$ cat src/rtl/fpu_mul_exp_ctl.sv
// Sequencing/control for the FP multiply exponent pipe (m1..m6); 8-step issue-to-result latency.
// All stage records advance together on m6stg_step; a valid m6 result held by the consumer stalls the whole pipe.
module fpu_mul_exp_ctl (
    input  logic        rclk,
    input  logic        reset,
    input  logic        inq_mul_vld,
    input  logic [1:0]  inq_op,
    input  logic        inq_in1_infnan,
    input  logic        inq_in2_infnan,
    input  logic        inq_in1_zero,
    input  logic        inq_in2_zero,
    input  logic        inq_sign,
    input  logic [1:0]  inq_rnd_mode,
    input  logic        mul_out_rdy,
    input  logic [12:0] m5stg_exp,
    output logic        mul_inq_rdy,
    output logic        m6stg_step,
    output logic        fmul_clken_l,
    output logic        m1stg_dblop,
    output logic        m1stg_sngop,
    output logic        m1stg_fsmuld,
    output logic        m2stg_exp_expadd,
    output logic        m2stg_exp_0bff,
    output logic        m2stg_exp_017f,
    output logic        m2stg_exp_04ff,
    output logic        m2stg_exp_zero,
    output logic        m2stg_fmuld,
    output logic        m2stg_fmuls,
    output logic        m2stg_fsmuld,
    output logic        m5stg_fmuld,
    output logic        m5stg_in_of,
    output logic        m5stg_to_0_inv,
    output logic        mul_exp_out_exp,
    output logic        mul_exp_out_exp_plus1,
    output logic        mul_out_vld
);
    typedef enum logic [1:0] {CLS_NORM = 2'd0, CLS_MAX = 2'd1, CLS_ZERO = 2'd2} cls_e;

    typedef struct packed {
        logic       vld;
        logic [1:0] op;
        cls_e       cls;
        logic       sign;
        logic [1:0] rnd;
    } rec_t;

    localparam logic [1:0] OP_FMULS  = 2'b01;
    localparam logic [1:0] OP_FMULD  = 2'b10;
    localparam logic [1:0] OP_FSMULD = 2'b11;
    localparam int NSTG = 8;  // index 0 = m1 ... 6 = m5, 7 = m6

    rec_t        r_stg [NSTG];
    rec_t        w_issue;
    logic        w_accept;
    logic        w_any_vld;
    logic        w_of;
    logic        w_to_0;
    logic [11:0] w_of_thr;

    assign m6stg_step  = !r_stg[NSTG-1].vld | mul_out_rdy;
    assign mul_inq_rdy = m6stg_step;
    assign w_accept    = inq_mul_vld & m6stg_step & (inq_op != 2'b00);

    always_comb begin
        w_issue      = '0;
        w_issue.vld  = w_accept;
        w_issue.op   = inq_op;
        w_issue.sign = inq_sign;
        w_issue.rnd  = inq_rnd_mode;
        if (inq_in1_infnan | inq_in2_infnan)
            w_issue.cls = CLS_MAX;
        else if (inq_in1_zero | inq_in2_zero)
            w_issue.cls = CLS_ZERO;
        else
            w_issue.cls = CLS_NORM;
    end

    always_ff @(posedge rclk) begin
        if (reset) begin
            for (int i = 0; i < NSTG; i++) r_stg[i] <= '0;
        end else if (m6stg_step) begin
            r_stg[0] <= w_issue;
            for (int i = 1; i < NSTG; i++) r_stg[i] <= r_stg[i-1];
        end
    end

    always_comb begin
        w_any_vld = 1'b0;
        for (int i = 0; i < NSTG; i++) w_any_vld = w_any_vld | r_stg[i].vld;
    end

    assign fmul_clken_l = !(inq_mul_vld | w_any_vld);

    assign m1stg_dblop  = r_stg[0].vld & (r_stg[0].op == OP_FMULD);
    assign m1stg_sngop  = r_stg[0].vld & ((r_stg[0].op == OP_FMULS) | (r_stg[0].op == OP_FSMULD));
    assign m1stg_fsmuld = r_stg[0].vld & (r_stg[0].op == OP_FSMULD);

    // Exponent source for m2 is chosen while the op still sits in m1
    assign m2stg_exp_expadd = r_stg[0].vld & (r_stg[0].cls == CLS_NORM);
    assign m2stg_exp_zero   = r_stg[0].vld & (r_stg[0].cls == CLS_ZERO);
    assign m2stg_exp_0bff   = r_stg[0].vld & (r_stg[0].cls == CLS_MAX) & (r_stg[0].op == OP_FMULD);
    assign m2stg_exp_017f   = r_stg[0].vld & (r_stg[0].cls == CLS_MAX) & (r_stg[0].op == OP_FMULS);
    assign m2stg_exp_04ff   = r_stg[0].vld & (r_stg[0].cls == CLS_MAX) & (r_stg[0].op == OP_FSMULD);

    assign m2stg_fmuld  = r_stg[1].vld & (r_stg[1].op == OP_FMULD);
    assign m2stg_fmuls  = r_stg[1].vld & (r_stg[1].op == OP_FMULS);
    assign m2stg_fsmuld = r_stg[1].vld & (r_stg[1].op == OP_FSMULD);

    // fsmuld produces a double result, so it shares the double overflow threshold
    assign w_of_thr = (r_stg[6].op == OP_FMULS) ? 12'h0ff : 12'h7ff;
    assign w_of     = r_stg[6].vld & (r_stg[6].cls == CLS_NORM) & !m5stg_exp[12]
                    & (m5stg_exp[11:0] >= w_of_thr);
    assign w_to_0   = (r_stg[6].rnd == 2'b01)
                    | ((r_stg[6].rnd == 2'b10) & r_stg[6].sign)
                    | ((r_stg[6].rnd == 2'b11) & !r_stg[6].sign);

    assign m5stg_fmuld           = r_stg[6].vld & (r_stg[6].op != OP_FMULS);
    assign m5stg_in_of           = w_of;
    assign m5stg_to_0_inv        = !(w_of & w_to_0);
    assign mul_exp_out_exp       = r_stg[6].vld & (r_stg[6].cls != CLS_NORM);
    assign mul_exp_out_exp_plus1 = r_stg[6].vld & (r_stg[6].cls == CLS_NORM) & !w_of;

    assign mul_out_vld = r_stg[NSTG-1].vld;
endmodule
$ cat config.mk
export PLATFORM = sky130hd
export DESIGN_NAME = fpu_mul_exp_ctl
export DESIGN_NICKNAME = d
export VERILOG_FILES = /design/src/rtl/fpu_mul_exp_ctl.sv
export SDC_FILE = /design/constraint.sdc
export NUM_CORES = 1
export LEC_CHECK = 0
export ABC_AREA = 1
export ABC_CLOCK_PERIOD_IN_PS = 2300
export BUFFER_PORTS_ARGS = -buffer_cell sky130_fd_sc_hd__buf_2
export CAP_MARGIN = 20
export CORE_UTILIZATION = 35
export DETAILED_ROUTE_END_ITERATION = 10
export PLACE_DENSITY = 0.56
export SLEW_MARGIN = 20
export SYNTH_ARGS = -nofsm -noshare
export SYNTH_HDL_FRONTEND = slang
export SYNTH_SLANG_ARGS = --single-unit
$ cat constraint.sdc
create_clock -name rclk -period 2.3 [get_ports rclk]
set_input_delay 0.23 -clock rclk [delete_from_list [all_inputs] [get_ports rclk]]
set_output_delay 0.23 -clock rclk [all_outputs]
set_load 0.05 [all_outputs]
==> qor.csv, run 1 <==
stage;metric;value;unit
outcome;status;finished, final reports clean;
synthesis;Syn Std Cell Area;0.00266;mm^2
layout;Nets;313;
synthesis;Yosys top cell by area;edfxtp_1;
cts;TritonCTS clock tree;done;
grt;first-pass GRT wire length;6.15;mm
sta;RSZ-0062 raised after global routing;no;
sta;Final Critical Period;2.12;ns
critical_path;worst path cell trace;nor2_2, ha_1, nand2_1, nand2_1, a21oi_1, nand2_1, a21oi_1, clkbuf_4;
synthesis;sequential area share after synthesis;64.4;%
layout;share of cells above drive strength 1;29.4;%
sta;Slew @ Worst Pin;0.535;ns
critical_path;CP Max Fanout;3;
synthesis;Avg Inst Size Synth;11.4;um^2
drt;Pre-Repair DR Iteration Count;4;
cts;CTS max path bufs;2;
grt;gr usage total;11.0;%
placed_design;Post-DP HPWL;2.35;mm
layout;antenna cells;0;
cts;total CTS buffers;9;
synthesis;xor and xnor fraction of the mapped netlist area;0.329;%
die;Row Count;31;
placed_design;Cells after DPL;372;
drt;DRC viols;0;
layout;synthesis-to-finish area growth;18.0;%
critical_path;WP buf/inv;1;
die;DIE WIDTH;89.2;um
cts;Worst-path clk slew;0.06;ns
die;io pins;46;
layout;max reg flops;57;
critical_path;Most common cell on crit path;nand2_1;
drt;Detail Route Antenna Nets;0;
placed_design;pre-CTS setup slack;0.466;ns
layout;biggest regs;r_stg x57;
critical_path;CP Launch Point;r_stg[0][54];
cts;worst skew pair latency;0.33;ns
critical_path;Worst path slowest cell;edfxtp_1;
die;Initial Util;36.5;%
synthesis;mux share of post-synthesis cell area;0;%
critical_path;Worst EP required;2.07;ns
synthesis;Compound-Gate Fraction of Synth Area;1.32;%
drt;vias per inst;4.13;
sta;setup TNS;0;ns
critical_path;CP Class;register to output port;
cts;post-CTS sizing;0;
cts;TritonCTS Sinks;57;
critical_path;worst reg2reg startpoint;r_stg[0][63];
grt;met1 Use GR;11.7;%
synthesis;Area contributors post-synth;edfxtp_1 64%, inv_1 8.8%, nor2_4 8.5%;
die;Placeable Area;0.00729;mm^2
synthesis;Yosys reg bits;57;
grt;met3 Resource Use GR;4.62;%
drt;DRT iter0 DRCs;61;
flow_run;# Max-Cap Violations;0;
placed_design;routability cong.;0.697;
grt;initial antenna violation count;0;
synthesis;syn nets;262;
synthesis;Post-Synth Adder-Cell Area;1.41;%
die;height of the die;89.2;um
synthesis;synth warn;0;
sta;skew final;0.00330;ns
sta;relative slew slack;64.3;%
synthesis;Synth Area in Simple Gates;20.6;%
critical_path;R2R depth;4;
grt;largest net degree at the start of global routing;58;
grt;GRT overflow;0;
placed_design;PortBufs;45;
layout;fill count;730;
critical_path;endpoint type of the worst setup path;output port;
drt;Routed WL per cell;9.60;um
critical_path;slowest stage delay, CP;0.40;ns
cts;H-tree Lvls;3;
layout;Largest Register;r_stg;
cts;post-CTS setup buffers;0;
die;full die area;0.00795;mm^2
critical_path;Critical Path Stages;8;
worst_hold_path;Hold Path Stages;3;
worst_hold_path;HP Start;inq_rnd_mode[0];
grt;met2 usage;17.8;%
cts;Post-CTS Hold Buffers;0;
layout;non-filler cells, final;388;
sta;final setup vio count;0;
drt;WL final;3.72;mm
critical_path;Worst path top cell family by delay;flip-flops;
pwr;PwrDens;653;mW/mm^2
synthesis;Yosys top cell area share;64.4;%
grt;vias in the first global route;1482;
sta;period utilisation layout;92.1;%
sta;Final Hold Fails;0;
synthesis;Synth Instances;233;
critical_path;Arr. time, crit path;1.89;ns
drt;total number of vias;1602;
synthesis;main combinational cell family by area after synthesis;simple AND/OR/NAND/NOR gates;
cts;clk root buf;clkbuf_8;
synthesis;Netlist cell types;23;
sta;Slew Viols, Final;0;
pwr;VDD IR max;0.429;mV
pwr;Pleak;1.31;nW
sta;fmax;472;MHz
critical_path;CP Launch Type;register;
worst_hold_path;min-delay worst type;input port to register;
sta;post-route worst setup slack;0.181;ns
grt;Most Used Layer, Global Route;met2;
==> path summary, 6_finish.rpt <==
check / to / slack, ns
setup / recovery: mul_exp_out_exp_plus1 / 0.18
hold / removal: r_stg[0][0] / 0.19
setup reg to reg: r_stg[0][42] / 0.75
hold reg to reg: r_stg[0][50] / 0.53
==> Yosys cell counts (all sizes together) <==
| cell type | instances |
|---|---|
| a21boi | 1 |
| nor4 | 1 |
| a21oi | 3 |
| nor3 | 9 |
| inv | 63 |
| buf | 7 |
| nand4 | 1 |
| nand2 | 13 |
| xnor2 | 1 |
| or2 | 1 |
| edfxtp | 57 |
| nor2 | 65 |
| nand3 | 6 |
| o21ai | 1 |
| a211oi | 1 |
| ha | 3 |
==> through the flow <==
step / hold WS (ns) / power (mW) / util, % / area, um^2
2_1_floorplan: 0.438 / 1.30 / - / 2670
3_3_place_gp: 0.509 / 1.32 / 40.9 / 2980
3_5_place_dp: 0.525 / 1.33 / 40.9 / 2980
4_1_cts: 0.176 / 2.08 / 43.0 / 3130
5_1_grt: 0.186 / 2.14 / 43.0 / 3140
6_report: 0.190 / 2.05 / 43.0 / 3140
==> worst reg2reg max path: cells and delay by family, from the launching register on <==
kind | cells | cell delay [ns]
flip-flops | 1 | 0.43
buffers and inverters | 1 | 0.29
AND/OR/NAND/NOR | 3 | 0.58
==> metal layers <==
metal | part of all wire, % | routed length (um) | up-vias
met5 | 0 | 0 | -
met4 | 3.0 | 113 | 0
met3 | 7.3 | 270 | 10
met2 | 45 | 1680 | 49
met1 | 45 | 1660 | 717
li1 | - | - | 826
==> kinds of logic after synthesis <==
kind of cell             count (synthesis)
AO/OA/AOI/OAI                            6
XOR/XNOR                                 1
adder cells (fa/ha/maj)                  3
buffers and inverters                   70
flip-flops                              57
AND/OR/NAND/NOR                         96
==> cell type report <==
type | instances | area, um^2 | share of cell area [%]
flip-flops and latches | 57 | 1710 | 54.5
multi-input cells | 106 | 642 | 20.5
repair buffers | 47 | 268 | 8.53
inverters | 63 | 239 | 7.62
clock buffers | 11 | 131 | 4.19
well taps | 99 | 124 | 3.95
clock inverters | 5 | 22.5 | 0.718
==> report_power, final <==
part	internal, mW	leakage, nW	switching, mW	total (mW)
sequential	1.16	0.692	0.00997	1.17
combinational	0.0463	0.535	0.0869	0.133
clock	0.377	0.0819	0.369	0.746
total	1.58	1.31	0.466	2.05
==> cell usage in the layout, fill, tap and decap left out <==
cell,n
a211oi_1,1
a21boi_1,1
a21oi_1,3
buf_12,2
buf_2,44
clkbuf_1,2
clkbuf_4,1
clkbuf_8,9
clkinv_1,2
clkinv_2,3
edfxtp_1,57
ha_1,3
inv_1,62
inv_4,1
nand2_1,11
nand2_2,1
nand2_4,1
nand3_1,5
nand3_2,1
nand4_1,1
nor2_1,44
nor2_2,1
nor2_4,20
nor3_1,9
nor4_2,1
o21ai_0,1
or2_0,1
xnor2_1,1
No activity file was read; power rests on OpenSTA's default activity.
==> run 2, diff against run 1 <==
Settings changed: ABC_CLOCK_PERIOD_IN_PS 2300 to 2720, PLACE_DENSITY 0.56 to 0.54.
Clock period 2.3 ns to 2.72 ns, I/O delays scaled along.
==> run 2 against run 1 <==
Count of clock-buffer cells in the layout down 2. Largest power group unchanged. Setup slack better by 0.32 ns. Non-clock buffer count up 1. Largest cell class unchanged.
==> qor.csv, run 2 (synthesis results as in run 1) <==
stage;metric;value;unit;change
cts;CTS max path bufs;2;;unchanged
sta;RSZ-0062 raised after global routing;no;;
layout;non-filler cells, final;389;;+0.26%
layout;commonest non-fill, non-tap cell in the layout;inv_1;;
cts;post-CTS setup buffers;0;;unchanged
critical_path;R2R depth;4;;unchanged
layout;most frequent cells in the layout;62 x inv_1, 57 x edfxtp_1, 45 x nor2_1, 45 x buf_2, 20 x nor2_4;;
cts;clk root buf;clkbuf_8;;
sta;period utilisation layout;81.5;%;
sta;Slew Viols, Final;0;;unchanged
sta;final setup vio count;0;;unchanged
placed_design;routability cong.;0.683;;-2.1%
drt;Routed WL per cell;9.60;um;about the same
drt;DRC viols;0;;unchanged
drt;DR top layer;met4;;
cts;Worst-path clk slew;0.06;ns;about the same
cts;TritonCTS Sinks;57;;unchanged
grt;GRT overflow;0;;unchanged
placed_design;Cells after DPL;373;;+0.27%
drt;total number of vias;1593;;-0.56%
worst_hold_path;min-delay worst type;input port to register;;
die;DIE WIDTH;89.2;um;unchanged
layout;antenna cells;0;;unchanged
layout;biggest regs;r_stg x57;;
drt;WL met3;226;um;-16%
pwr;Pleak;1.32;nW;+1.1%
grt;first-pass GRT wire length;6.04;mm;-1.9%
cts;Post-CTS Hold Buffers;0;;unchanged
critical_path;endpoint type of the worst setup path;output port;;
sta;skew final;0.00639;ns;+0.00310 ns
grt;gr usage total;10.5;%;-0.51 points
critical_path;CP Launch Type;register;;
drt;DRT iter0 DRCs;53;;-13%
drt;WL final;3.74;mm;+0.30%
critical_path;CP Max Fanout;3;;unchanged
cts;H-tree Lvls;3;;unchanged
die;full die area;0.00795;mm^2;unchanged
cts;worst skew pair latency;0.33;ns;about the same
drt;vias per inst;4.10;;-0.82%
critical_path;Arr. time, crit path;1.94;ns;+0.05 ns
critical_path;Worst EP required;2.45;ns;+0.38 ns
drt;Pre-Repair DR Iteration Count;4;;unchanged
layout;share of cells above drive strength 1;30.0;%;+0.59 points
sta;relative slew slack;54.1;%;-10 points
die;Row Count;31;;unchanged
placed_design;Post-DP HPWL;2.41;mm;+2.6%
cts;TritonCTS clock tree;done;;
critical_path;CP Class;register to output port;;
placed_design;PortBufs;45;;unchanged
drt;met2 WL;1.76;mm;+4.9%
grt;largest net degree at the start of global routing;44;;-24%
drt;met1 WL;1.68;mm;+1.3%
critical_path;R2R setup slack;1.08;ns;+0.33 ns
cts;post-CTS sizing;0;;unchanged
sta;fmax;451;MHz;
die;Placeable Area;0.00729;mm^2;unchanged
die;height of the die;89.2;um;unchanged
drt;Detail Route Antenna Nets;0;;unchanged
layout;Nets;314;;+0.32%
grt;initial antenna violation count;0;;unchanged
sta;setup TNS;0;ns;unchanged
layout;synthesis-to-finish area growth;18.6;%;
die;Initial Util;36.5;%;unchanged
sta;Slew @ Worst Pin;0.687;ns;+0.152 ns
flow_run;# Max-Cap Violations;0;;unchanged
outcome;status;finished, final reports clean;;
grt;vias in the first global route;1490;;+0.54%
sta;Final Critical Period;2.22;ns;
worst_hold_path;Hold Path Stages;3;;unchanged
die;io pins;46;;unchanged
cts;total CTS buffers;9;;unchanged
sta;Final Hold Fails;0;;unchanged
pwr;VDD IR max;0.397;mV;-7.6%
layout;max reg flops;57;;unchanged
pwr;PwrDens;584;mW/mm^2;-11%
layout;Largest Register;r_stg;;
-- run 2: path summary, 6_finish.rpt --
path / start / endpoint
worst max-delay path: r_stg[0][54] / mul_exp_out_exp_plus1
worst min-delay path: inq_sign / r_stg[0][2]
worst max register to register: r_stg[0][63] / r_stg[0][26]
worst min register to register: r_stg[0][46] / r_stg[0][54]
-- run 2: layout make-up --
| type | count | area, um^2 |
|---|---|---|
| Clock inverter | 7 | 61.3 |
| Timing Repair Buffer | 48 | 260 |
| Clock buffer | 9 | 124 |
| Sequential cell | 57 | 1710 |
| Fill cell | 739 | 4140 |
| Multi-Input combinational cell | 106 | 633 |
| Tap cell | 99 | 124 |
| Inverter | 63 | 239 |
-- run 2: metal layers --
| metal | vias up | global-route usage, % |
|---|---|---|
| li1 | 825 | - |
| met1 | 712 | 11.3 |
| met2 | 50 | 18.0 |
| met3 | 6 | 2.86 |
| met4 | 0 | 6.93 |
| met5 | - | 0 |
-- run 2: critical path, cell delays in order, from the launching register on --
cell,delay [ns]
edfxtp_1,0.38
nor2_1,0.19
ha_1,0.28
nand2_1,0.08
nand2_1,0.05
a21oi_1,0.15
nand2_1,0.09
a21oi_1,0.12
buf_2,0.27
-- run 2: per-stage QoR --
step	setup slack [ns]	total power [mW]	instance area (um^2)	hold WS [ns]	util (%)
2_1_floorplan	0.195	1.09	2660	0.480	-
3_5_place_dp	0.872	1.12	2970	0.523	40.7
5_1_grt	0.328	1.91	3150	0.233	43.2
4_1_cts	0.487	1.87	3150	0.215	43.2
6_report	0.504	1.84	3150	0.237	43.2
3_3_place_gp	0.912	1.12	2970	0.510	40.7
-- run 2: power by group --
| group | total, mW | internal (mW) | switching [mW] |
|---|---|---|---|
| sequential | 0.988 | 0.980 | 0.00812 |
| combinational | 0.110 | 0.0377 | 0.0721 |
| clock | 0.744 | 0.412 | 0.331 |
| total | 1.84 | 1.43 | 0.411 |
==> run 3, diff against run 2 <==
Settings changed: ABC_AREA 1 to 0, ABC_CLOCK_PERIOD_IN_PS 2720 to 2200.
Clock period 2.72 ns to 2.2 ns, I/O delays scaled along.
==> run 3 against run 2 <==
Die area decreased by 5.3%. Count of clock-buffer cells in the layout increased by 2. Utilization increased by 1.4 points. Combinational power about the same. Register-to-register slack got worse by 0.47 ns. Clock skew decreased by 0.00087 ns. Sequential share of layout area increased by 1.6 points. First-iteration DRC count increased by 87%. Setup slack got worse by 0.46 ns. Cell area decreased by 2.8%. Critical path type unchanged. Critical endpoint unchanged.
==> qor.csv, run 3 <==
stage;metric;value;unit;change
drt;DR top layer;met4;;
sta;Final Critical Period;2.16;ns;
sta;minimum hold slack;0.165;ns;-0.0720 ns
placed_design;Post-DP HPWL;2.21;mm;-8.4%
synthesis;Netlist cell types;34;;+48%
cts;TritonCTS Sinks;57;;unchanged
layout;synthesis-to-finish area growth;21.9;%;
cts;clk root buf;clkbuf_8;;
critical_path;Worst path top cell family by delay;simple AND/OR/NAND/NOR gates;;
layout;antenna cells;0;;unchanged
pwr;VDD IR max;0.343;mV;-14%
layout;Finished Core Util;44.6;%;+1.4 points
placed_design;routability cong.;0.633;;-7.3%
critical_path;R2R depth;3;;-1
pwr;PwrDens;686;mW/mm^2;+18%
outcome;status;finished, final reports clean;;
worst_hold_path;min-delay worst type;input port to register;;
synthesis;Yosys top cell area share;68.1;%;+3.7 points
synthesis;Yosys top cell by area;edfxtp_1;;
die;Row Count;30;;-3.2%
sta;Slew @ Worst Pin;0.382;ns;-0.305 ns
drt;DRT iter0 DRCs;99;;+87%
synthesis;main combinational cell family by area after synthesis;simple AND/OR/NAND/NOR gates;;
layout;post-route cell area;0.00307;mm^2;-2.8%
layout;max reg flops;57;;unchanged
critical_path;CP Max Fanout;3;;unchanged
grt;initial antenna violation count;0;;unchanged
die;DIE WIDTH;86.8;um;-2.7%
critical_path;Worst EP required;1.98;ns;-0.47 ns
die;Initial Util;36.6;%;+0.15 points
cts;CTS max path bufs;2;;unchanged
critical_path;CP Launch Point;r_stg[0][53];;
critical_path;Critical Path Stages;7;;-1
placed_design;PortBufs;45;;unchanged
drt;WL met3;199;um;-12%
synthesis;Synth Instances;165;;-29%
pwr;Pleak;1.36;nW;+3.1%
critical_path;Reg2Reg Capture Point;r_stg[0][33];;
synthesis;Avg Inst Size Synth;15.2;um^2;+34%
drt;vias per inst;4.34;;+6.1%
cts;Worst-path clk slew;0.06;ns;about the same
drt;DRC viols;0;;unchanged
synthesis;mux share of post-synthesis cell area;0;%;unchanged
critical_path;CP Class;register to output port;;
grt;largest net degree at the start of global routing;45;;+2.3%
pwr;Seq pwr share;58.0;%;+4.4 points
layout;biggest regs;r_stg x57;;
layout;most frequent cells in the layout;57 x edfxtp_1, 42 x buf_2, 26 x and2_1;;
layout;Nets;247;;-21%
synthesis;Syn Std Cell Area;0.00251;mm^2;-5.4%
synthesis;Synth Flop Type;edfxtp_1;;
synthesis;Compound-Gate Fraction of Synth Area;1.89;%;+0.57 points
flow_run;# Max-Cap Violations;0;;unchanged
die;io pins;46;;unchanged
sta;Slew Viols, Final;0;;unchanged
die;Placeable Area;0.00687;mm^2;-5.8%
synthesis;number of flops mapped to enable cells by yosys;57;;unchanged
grt;GRT overflow;0;;unchanged
pwr;power share of the clock group;36.9;%;-3.5 points
drt;met1 WL;1.64;mm;-2.5%
sta;final setup vio count;0;;unchanged
sta;RSZ-0062 raised after global routing;yes;;
cts;total CTS buffers;9;;unchanged
synthesis;sequential area share after synthesis;68.1;%;+3.7 points
pwr;Pint;1.66;mW;+16%
synthesis;Post-Synth Adder-Cell Area;1.49;%;+0.081 points
layout;Largest Register;r_stg;;
critical_path;R2R setup slack;0.61;ns;-0.47 ns
sta;relative slew slack;74.5;%;+20 points
synthesis;syn nets;194;;-26%
drt;total number of vias;1386;;-13%
pwr;Combinational Power Share;5.1;%;-0.9 points
sta;Final Hold Fails;0;;unchanged
critical_path;CP Launch Type;register;;
critical_path;Arr. time, crit path;1.94;ns;about the same
drt;met2 WL;1.61;mm;-8.6%
critical_path;crit path capture;mul_exp_out_exp_plus1;;
synthesis;Async SR Flop Fraction;0;%;unchanged
synthesis;Synth Area in Simple Gates;25.6;%;+5.1 points
drt;Routed WL per cell;11.1;um;+15%
critical_path;slowest stage delay, CP;0.38;ns;about the same
pwr;final total power;2.10;mW;+14%
synthesis;synth warn;0;;unchanged
pwr;Sw Pwr;0.449;mW;+9.1%
critical_path;endpoint type of the worst setup path;output port;;
synthesis;xor and xnor fraction of the mapped netlist area;0.348;%;+0.019 points
critical_path;worst path cell trace;nor2b_4, ha_4, nand4_1, nor4_4, buf_4, nor3_2, buf_6;;
drt;Detail Route Antenna Nets;0;;unchanged
drt;WL final;3.53;mm;-5.5%
grt;first-pass GRT wire length;5.69;mm;-5.8%
sta;fmax;464;MHz;
synthesis;Yosys reg bits;57;;unchanged
die;full die area;0.00753;mm^2;-5.3%
sta;period utilisation layout;98.0;%;
sta;skew final;0.00552;ns;-0.000871 ns
layout;share of cells above drive strength 1;42.6;%;+13 points
grt;vias in the first global route;1260;;-15%
critical_path;worst reg2reg startpoint;r_stg[0][63];;
critical_path;WP buf/inv;2;;+1
cts;H-tree Lvls;3;;unchanged
pwr;switching share of power;21.3;%;-1.0 points
synthesis;Post-synth top cells;57 x edfxtp_1, 26 x and2_1, 20 x and2_4, 13 x nor2b_1, 6 x nor2_1;;
layout;commonest non-fill, non-tap cell in the layout;edfxtp_1;;
drt;Pre-Repair DR Iteration Count;4;;unchanged
cts;TritonCTS clock tree;done;;
grt;gr usage total;10.5;%;+0.055 points
placed_design;Placement Cell Area;0.00285;mm^2;-4.0%
critical_path;Worst path slowest cell;edfxtp_1;;
cts;worst skew pair latency;0.33;ns;about the same
die;height of the die;86.8;um;-2.7%
synthesis;Area contributors post-synth;edfxtp_1 68%, and2_4 7.0%, and2_1 6.5%;;
synthesis;most frequent cell after synthesis;edfxtp_1;;
[run 3: cell count changes after synthesis, moves of 4 or more]
cell     change
nor2_1      -39
inv_1       -61
nor2b_1     +13
and2_4      +20
nand2_1      -6
nand3_1      -5
and3b_1      +4
nor2_4      -20
and2_1      +26
nor3_1       -8
[run 3: cells by family after synthesis]
| logic type | after synthesis |
|---|---|
| AO/OA/AOI/OAI | 6 |
| XOR/XNOR | 1 |
| adder cells (fa/ha/maj) | 3 |
| buffers and inverters | 8 |
| flip-flops | 57 |
| AND/OR/NAND/NOR | 90 |
[run 3: area by class of cell]
cell class | count | area, um^2
fill | 641 | 3800
sequential | 57 | 1710
multi-input combinational | 100 | 793
timing repair buffer | 49 | 283
clock buffer | 11 | 131
tap | 96 | 120
clock inverter | 5 | 22.5
inverter | 1 | 3.75
[run 3: how the worst min path moves through the flow]
| stage | endpoint | start | slack [ns] | cells past startpoint |
|---|---|---|---|---|
| finish | r_stg[0][2] | inq_sign | 0.17 | 2 |
| global route | r_stg[0][2] | inq_sign | 0.16 | 2 |
| CTS | r_stg[0][1] | inq_rnd_mode[1] | 0.15 | 2 |
| detailed placement | r_stg[0][1] | inq_rnd_mode[1] | 0.50 | 2 |
| global placement | r_stg[0][0] | inq_rnd_mode[0] | 0.50 | 2 |
| floorplan | r_stg[0][3] | inq_in1_infnan | 0.41 | 1 |
[run 3: worst reg2reg max path: stages (launching register included)]
cell      delay [ns]
edfxtp_1        0.48
nand2b_4        0.12
or2_2           0.36
buf_12          0.29
[run 3: power groups by stage]
stage / Clock [mW] / Combinational [mW] / Sequential, mW
global placement: 0 / 0.106 / 1.24
global route: 0.847 / 0.120 / 1.22
detailed placement: 0 / 0.107 / 1.24
CTS: 0.800 / 0.109 / 1.22
finish: 0.776 / 0.108 / 1.22
floorplan: 0 / 0.0770 / 1.24
[run 3: stage by stage]
stage	setup WS (ns)	cells	TNS [ns]
floorplan	0.0660	165	0
global placement	0.275	302	0
detailed placement	0.251	302	0
CTS	-0.00557	318	-0.00557
global route	-0.102	319	-0.255
finish	0.0436	319	0
[run 3: metal layers]
metal / global-route usage, % / vias to the layer above
met5: 0 / -
met4: 7.27 / 0
met3: 3.81 / 8
met2: 15.4 / 48
met1: 12.9 / 640
li1: - / 690
[run 3: timing repair]
item,in CTS,in global routing
pin swaps,6,1
hold buffers,0,0
resized for setup,7,4
buffers inserted,0,1
setup endpoints to repair,2,3
